[config.mk]
export PLATFORM = sky130hd
export DESIGN_NAME = instr_fetch_unit
export DESIGN_NICKNAME = d
export VERILOG_FILES = /design/src/rtl/instr_fetch_unit_pkg.sv /design/src/rtl/instr_fetch_unit_watchdog.sv /design/src/rtl/instr_fetch_unit.sv
export SDC_FILE = /design/constraint.sdc
export NUM_CORES = 1
export LEC_CHECK = 0
export BUFFER_PORTS_ARGS = -buffer_cell sky130_fd_sc_hd__buf_4
export CAP_MARGIN = 20
export CORE_AREA = 4 4 138 140
export CTS_BUF_LIST = sky130_fd_sc_hd__clkbuf_8 sky130_fd_sc_hd__clkbuf_16
export CTS_CLUSTER_DIAMETER = 100
export DETAILED_ROUTE_END_ITERATION = 8
export DIE_AREA = 0 0 142 144
export GPL_TIMING_DRIVEN = 0
export PLACE_DENSITY_LB_ADDON = 0.15
export REMOVE_ABC_BUFFERS = 1
export SLEW_MARGIN = 20
export SYNTH_ARGS = -nofsm -noshare
export SYNTH_HDL_FRONTEND = slang
export SYNTH_SLANG_ARGS = --single-unit
export TNS_END_PERCENT = 20
[constraint.sdc]
create_clock -name clock_i -period 1.8 [get_ports clock_i]
set_input_delay 0.09 -clock clock_i [delete_from_list [all_inputs] [get_ports clock_i]]
set_output_delay 0.09 -clock clock_i [all_outputs]
set_load 0.05 [all_outputs]
[src/rtl/instr_fetch_unit_pkg.sv]
// ============================================================================
// Module   : instr_fetch_unit_pkg
// Purpose  : Shared widths, reset PC, FSM state type and fetch error codes.
// Revision : 1.0
// ============================================================================
`default_nettype none

package instr_fetch_unit_pkg;

    localparam int PC_SZ    = 32;
    localparam int INSTR_SZ = 32;

    localparam logic [PC_SZ-1:0] DEFAULT_RESET_PC = 32'h0000_0000;

    typedef enum logic [2:0] {
        S_IDLE  = 3'd0,
        S_FETCH = 3'd1,
        S_WAIT  = 3'd2,
        S_HOLD  = 3'd3,
        S_ERROR = 3'd4
    } fetch_state_t;

    localparam logic [1:0] FERR_NONE     = 2'b00;
    localparam logic [1:0] FERR_TIMEOUT  = 2'b01;
    localparam logic [1:0] FERR_MISALIGN = 2'b10;

endpackage

`default_nettype wire

[src/rtl/instr_fetch_unit_watchdog.sv]
// ============================================================================
// Module   : fetch_watchdog
// Purpose  : Response watchdog; expire flags the last cycle a response may land.
// Revision : 1.0
// ============================================================================
`default_nettype none

module fetch_watchdog #(
    parameter int TIMEOUT_CYC = 16
) (
    input  logic clk,
    input  logic rst_n,
    input  logic clear,
    input  logic enable,
    output logic expire
);

    localparam int CNT_W = $clog2(TIMEOUT_CYC + 1);

    logic [CNT_W-1:0] count;

    always_ff @(posedge clk or negedge rst_n) begin
        if (!rst_n) begin
            count <= '0;
        end else if (clear) begin
            count <= '0;
        end else if (enable) begin
            count <= count + CNT_W'(1);
        end
    end

    // Count reaches TIMEOUT_CYC on this edge unless a response wins the same cycle.
    assign expire = enable && (count == CNT_W'(TIMEOUT_CYC - 1));

endmodule

`default_nettype wire

[src/rtl/instr_fetch_unit.sv]
// ============================================================================
// Module   : instr_fetch_unit
// Purpose  : Single-outstanding instruction fetch FSM with PC and hold register.
// Revision : 1.0
// ============================================================================
`default_nettype none

module instr_fetch_unit
    import instr_fetch_unit_pkg::*;
#(
    parameter int               PC_W        = PC_SZ,
    parameter int               INSTR_W     = INSTR_SZ,
    parameter logic [PC_W-1:0]  RESET_PC    = DEFAULT_RESET_PC,
    parameter int               TIMEOUT_CYC = 16
) (
    input  logic               clock_i,
    input  logic               reset_n_i,
    output logic               imem_req_o,
    output logic [PC_W-1:0]    imem_addr_o,
    input  logic               imem_gnt_i,
    input  logic               imem_rvalid_i,
    input  logic [INSTR_W-1:0] imem_rdata_i,
    output logic [INSTR_W-1:0] instruction_o,
    output logic [PC_W-1:0]    programCounter_o,
    output logic               instr_valid_o,
    input  logic               instr_ready_i,
    input  logic [PC_W-1:0]    nextProgramCounter_i,
    output logic [1:0]         fetch_err_o
);

    fetch_state_t        state;
    fetch_state_t        state_next;
    logic [PC_W-1:0]     pc;
    logic [INSTR_W-1:0]  instr_q;
    logic [PC_W-1:0]     instr_pc;
    logic [1:0]          err_q;

    logic wd_clear;
    logic wd_enable;
    logic wd_expire;
    logic granted;
    logic response;
    logic retire;
    logic misaligned;

    assign granted    = (state == S_FETCH) && imem_gnt_i;
    assign response   = (state == S_WAIT)  && imem_rvalid_i;
    assign retire     = (state == S_HOLD)  && instr_ready_i;
    assign misaligned = |nextProgramCounter_i[1:0];
    assign wd_clear   = granted;
    assign wd_enable  = (state == S_WAIT);

    fetch_watchdog #(
        .TIMEOUT_CYC (TIMEOUT_CYC)
    ) u_watchdog (
        .clk    (clock_i),
        .rst_n  (reset_n_i),
        .clear  (wd_clear),
        .enable (wd_enable),
        .expire (wd_expire)
    );

    always_ff @(posedge clock_i or negedge reset_n_i) begin
        if (!reset_n_i) begin
            state <= S_IDLE;
        end else begin
            state <= state_next;
        end
    end

    // Response has priority over watchdog expiry in the same cycle.
    always_comb begin
        state_next = state;
        case (state)
            S_IDLE:  state_next = S_FETCH;
            S_FETCH: if (imem_gnt_i) state_next = S_WAIT;
            S_WAIT: begin
                if (imem_rvalid_i)  state_next = S_HOLD;
                else if (wd_expire) state_next = S_ERROR;
            end
            S_HOLD: begin
                if (instr_ready_i) state_next = misaligned ? S_ERROR : S_FETCH;
            end
            S_ERROR: state_next = S_ERROR;
            default: state_next = S_IDLE;
        endcase
    end

    always_ff @(posedge clock_i or negedge reset_n_i) begin
        if (!reset_n_i) begin
            pc       <= RESET_PC;
            instr_q  <= '0;
            instr_pc <= RESET_PC;
            err_q    <= FERR_NONE;
        end else begin
            if (response) begin
                instr_q  <= imem_rdata_i;
                instr_pc <= pc;
            end
            if (retire && !misaligned) begin
                pc <= nextProgramCounter_i;
            end
            if (retire && misaligned) begin
                err_q <= FERR_MISALIGN;
            end else if ((state == S_WAIT) && !imem_rvalid_i && wd_expire) begin
                err_q <= FERR_TIMEOUT;
            end
        end
    end

    assign imem_req_o       = (state == S_FETCH);
    assign imem_addr_o      = pc;
    assign instruction_o    = instr_q;
    assign programCounter_o = instr_pc;
    assign instr_valid_o    = (state == S_HOLD);
    assign fetch_err_o      = err_q;

endmodule

`default_nettype wire

==> results.txt <==
Final setup fails -> 0
Post-synthesis sequential area ratio -> 60.4%
Worst hold path endpoint -> fetch_err_o[0]
Worst r2r src -> state[2]
Post-synth cell types -> 36
Die height -> 144 um
Setup CP Type -> reg -> reg
Via count -> 3,082
Clock sink count -> 106
Top post-synthesis cells by area -> dfrtp_1 (60%), mux2_4 (13%), mux2_2 (12%)
WHS Path Cells -> 2
Final critical-path required period -> 1.74 ns
RSZ-0062 raised after global routing -> yes
Share of cells above drive strength 1 -> 57.2%
Min Hold Slack -> 0.0497 ns
WL/cell -> 15.8 um
CTS max path bufs -> 2
CTS Root Cell -> clkbuf_16
Vias per cell -> 4.16
Worst setup slack after layout -> 0.0583 ns
Largest net degree at the start of global routing -> 107
Synthesis-stage register bit count -> 106
Remaining global-route overflow -> 0
Initial Util -> 24.6%
Number of synthesized flops with an enable pin -> 0
H-tree depth -> 3
Worst path required time -> 2.03 ns
Ant. Diodes -> 0
FF-to-FF End -> imem_addr_o[22]
Netlist Area Pre-Place -> 0.00439 mm^2
Nets -> 578
Gate Count Post-Synth -> 261
Port Buffers -> 168
Clock skew -> 0.00810 ns
Rel. slew slack -> 38.4%
FP Rows -> 49
Startpoint types -> flip-flop
Clock transition at the registers of the reported paths -> 0.07 ns
First-pass GRT wire length -> 18,100 um
Max VDD drop -> 0.000987 V
Max-cap viol count -> 0
Layout fillers -> 1,685
Final hold viol count -> 0
Routed Antenna Nets -> 0
Min-Delay Startpoint -> instr_ready_i
Io pins -> 169
Remaining DRCs -> 0
Period utilization -> 96.8%
All-Layer GR Usage -> 11.5%
Yosys warning count -> 0
Leak -> 3.34 nW
1st-pass router iterations -> 3
Latest clock arrival within the worst-skew pair -> 0.34 ns
Top-area cell type share of the netlist area -> 60.4%
Synth-to-layout area growth -> 57.0%
Outcome -> finished, final reports clean
Die area -> 0.0204 mm^2
Die W -> 142 um
Synth async-reset ratio -> 100%
RePlAce Congestion -> 0.719
TritonCTS clock tree -> yes
DP HPWL -> 6810 um
Worst setup EP type -> flip-flop
Worst Path Max Fanout -> 16
Syn Area/Cell -> 16.8 um^2
Largest area contributor in the netlist -> dfrtp_1
Core ar. -> 0.0178 mm^2
DR iter-0 viols -> 62
Routed WL -> 11,700 um
Fmax -> 574 MHz
Setup TNS Final -> 0 ns
HP Class -> in -> reg
Worst Reg2Reg Path Length in Cells -> 3
Antenna violations before repair -> 0
R2R setup slack -> 0.06 ns
Power Density -> 2040 mW/mm^2
Pre-CTS setup slack -> -0.636 ns
Data arrival, critical path -> 1.97 ns
Top FF cell, synth -> dfrtp_1
Slew Limit Fails -> 0
Vias in the first global route -> 3,322
Least-Margin Pin Slew -> 0.925 ns
TritonCTS buffer count -> 9
## stage by stage
| stage | instance area, um^2 | std cells | util (%) | power [W] |
|---|---|---|---|---|
| finish | 6890 | 741 | 38.6 | 0.0141 |
| global route | 6890 | 741 | 38.6 | 0.0148 |
| CTS | 6730 | 730 | 37.7 | 0.0141 |
| detailed placement | 5750 | 645 | 32.2 | 0.0120 |
| global placement | 5740 | 645 | 32.2 | 0.0119 |
| floorplan | 4200 | 248 | - | 0.00954 |
## worst max-delay path, cell delays in order, from the launching register on
cell and delay (ns):
dfrtp_2 0.48, and3b_4 0.40, nand3_4 0.33, mux2_4 0.41
## routing by layer
layer  vias up  track usage (%)  share of wire [%]
met4         0             4.24                1.6
met3        12             2.81                5.5
li1       1437                -                  -
met5         -                0                  0
met2        89             19.9                 52
met1      1544             13.9                 41
## cell usage in the layout, fill, tap and decap left out, types with 2 or more instances in the layout
| master | count |
|---|---|
| buf_4 | 173 |
| dfrtp_1 | 102 |
| dlygate4sd3_1 | 64 |
| mux2_2 | 46 |
| mux2_4 | 38 |
| mux2_1 | 10 |
| clkbuf_16 | 9 |
| a21oi_1 | 7 |
| nor2_1 | 6 |
| buf_12 | 6 |
| inv_1 | 4 |
| and2_4 | 4 |
| dfrtp_2 | 4 |
| nor2b_1 | 3 |
| nand3b_1 | 2 |
| nor3_1 | 2 |
| a211oi_1 | 2 |
| o21ai_0 | 2 |
| nand3_4 | 2 |
| and2_1 | 2 |
| clkinv_2 | 2 |
| clkbuf_8 | 2 |
## synth_stat cells, types with 2 or more instances
master and instances:
dfrtp_1 106, a211oi_1 2, mux2_1 10, nor2b_1 3
mux2_4 38, buf_6 3, buf_4 2, a21oi_1 7
ha_1 2, nand3b_1 2, mux2_2 46, nor2_1 6
nor3_1 2, buf_12 7, inv_1 2, and2_1 2
o21ai_0 2
## where the power goes
group          internal, W  total (W)  leakage, nW  switching [W]
sequential         0.00349    0.00421         1.32       0.000722
clock             0.000967    0.00182        0.141       0.000857
combinational      0.00296    0.00802         1.88        0.00507
total              0.00741     0.0141         3.34        0.00665
## worst max-delay path by stage
stage / slack (ns) / endpoint / startpoint
3_3_place_gp: -0.61 / instruction_o[31] / state[1]
4_1_cts: -0.05 / imem_addr_o[13] / state[2]
6_report: 0.06 / imem_addr_o[22] / state[2]
2_1_floorplan: -0.15 / instruction_o[0] / state[1]
5_1_grt: -0.02 / imem_addr_o[23] / state[2]
3_5_place_dp: -0.64 / programCounter_o[6] / state[1]
## cell families (layout without fill, tap and decap cells)
group / count (synthesis) / after routing / synth area share (%)
AOI/OAI and AO/OA: 18 / 18 / 2.77
buffers and inverters: 15 / 262 / 4.56
and+or+nand+nor: 26 / 30 / 4.30
DFF: 106 / 106 / 60.4
muxes: 94 / 94 / 27.4
adders and majority gates: 2 / 2 / 0.570
## flip-flops by register name, indices dropped and copies added (netlist names)
| signal | flops |
|---|---|
| instruction_o | 32 |
| u_watchdog.count | 5 |
| state | 3 |
| programCounter_o | 32 |
| imem_addr_o | 32 |
| fetch_err_o | 2 |
## repair_timing
| action | 4_1_cts | 5_1_grt |
|---|---|---|
| gates cloned | 4 | 0 |
| gates resized for setup | 7 | 3 |
| hold endpoints to repair | 169 | 0 |
| endpoints found under the setup margin | 96 | 96 |
| hold buffers | 64 | 0 |
| pin swaps | 3 | 1 |
| buffers inserted | 1 | 11 |
## cell type report
cell class	instances	area (um^2)	share of cell area, %
Timing Repair Buffer	244	2070	30.1
Clock buffer	10	239	3.47
Clock inverter	6	33.8	0.490
Inverter	2	7.51	0.109
Multi-Input combinational cell	144	1590	23.1
Tap cell	229	287	4.16
Sequential cell	106	2660	38.6
No activity file was read; power rests on OpenSTA's default activity.
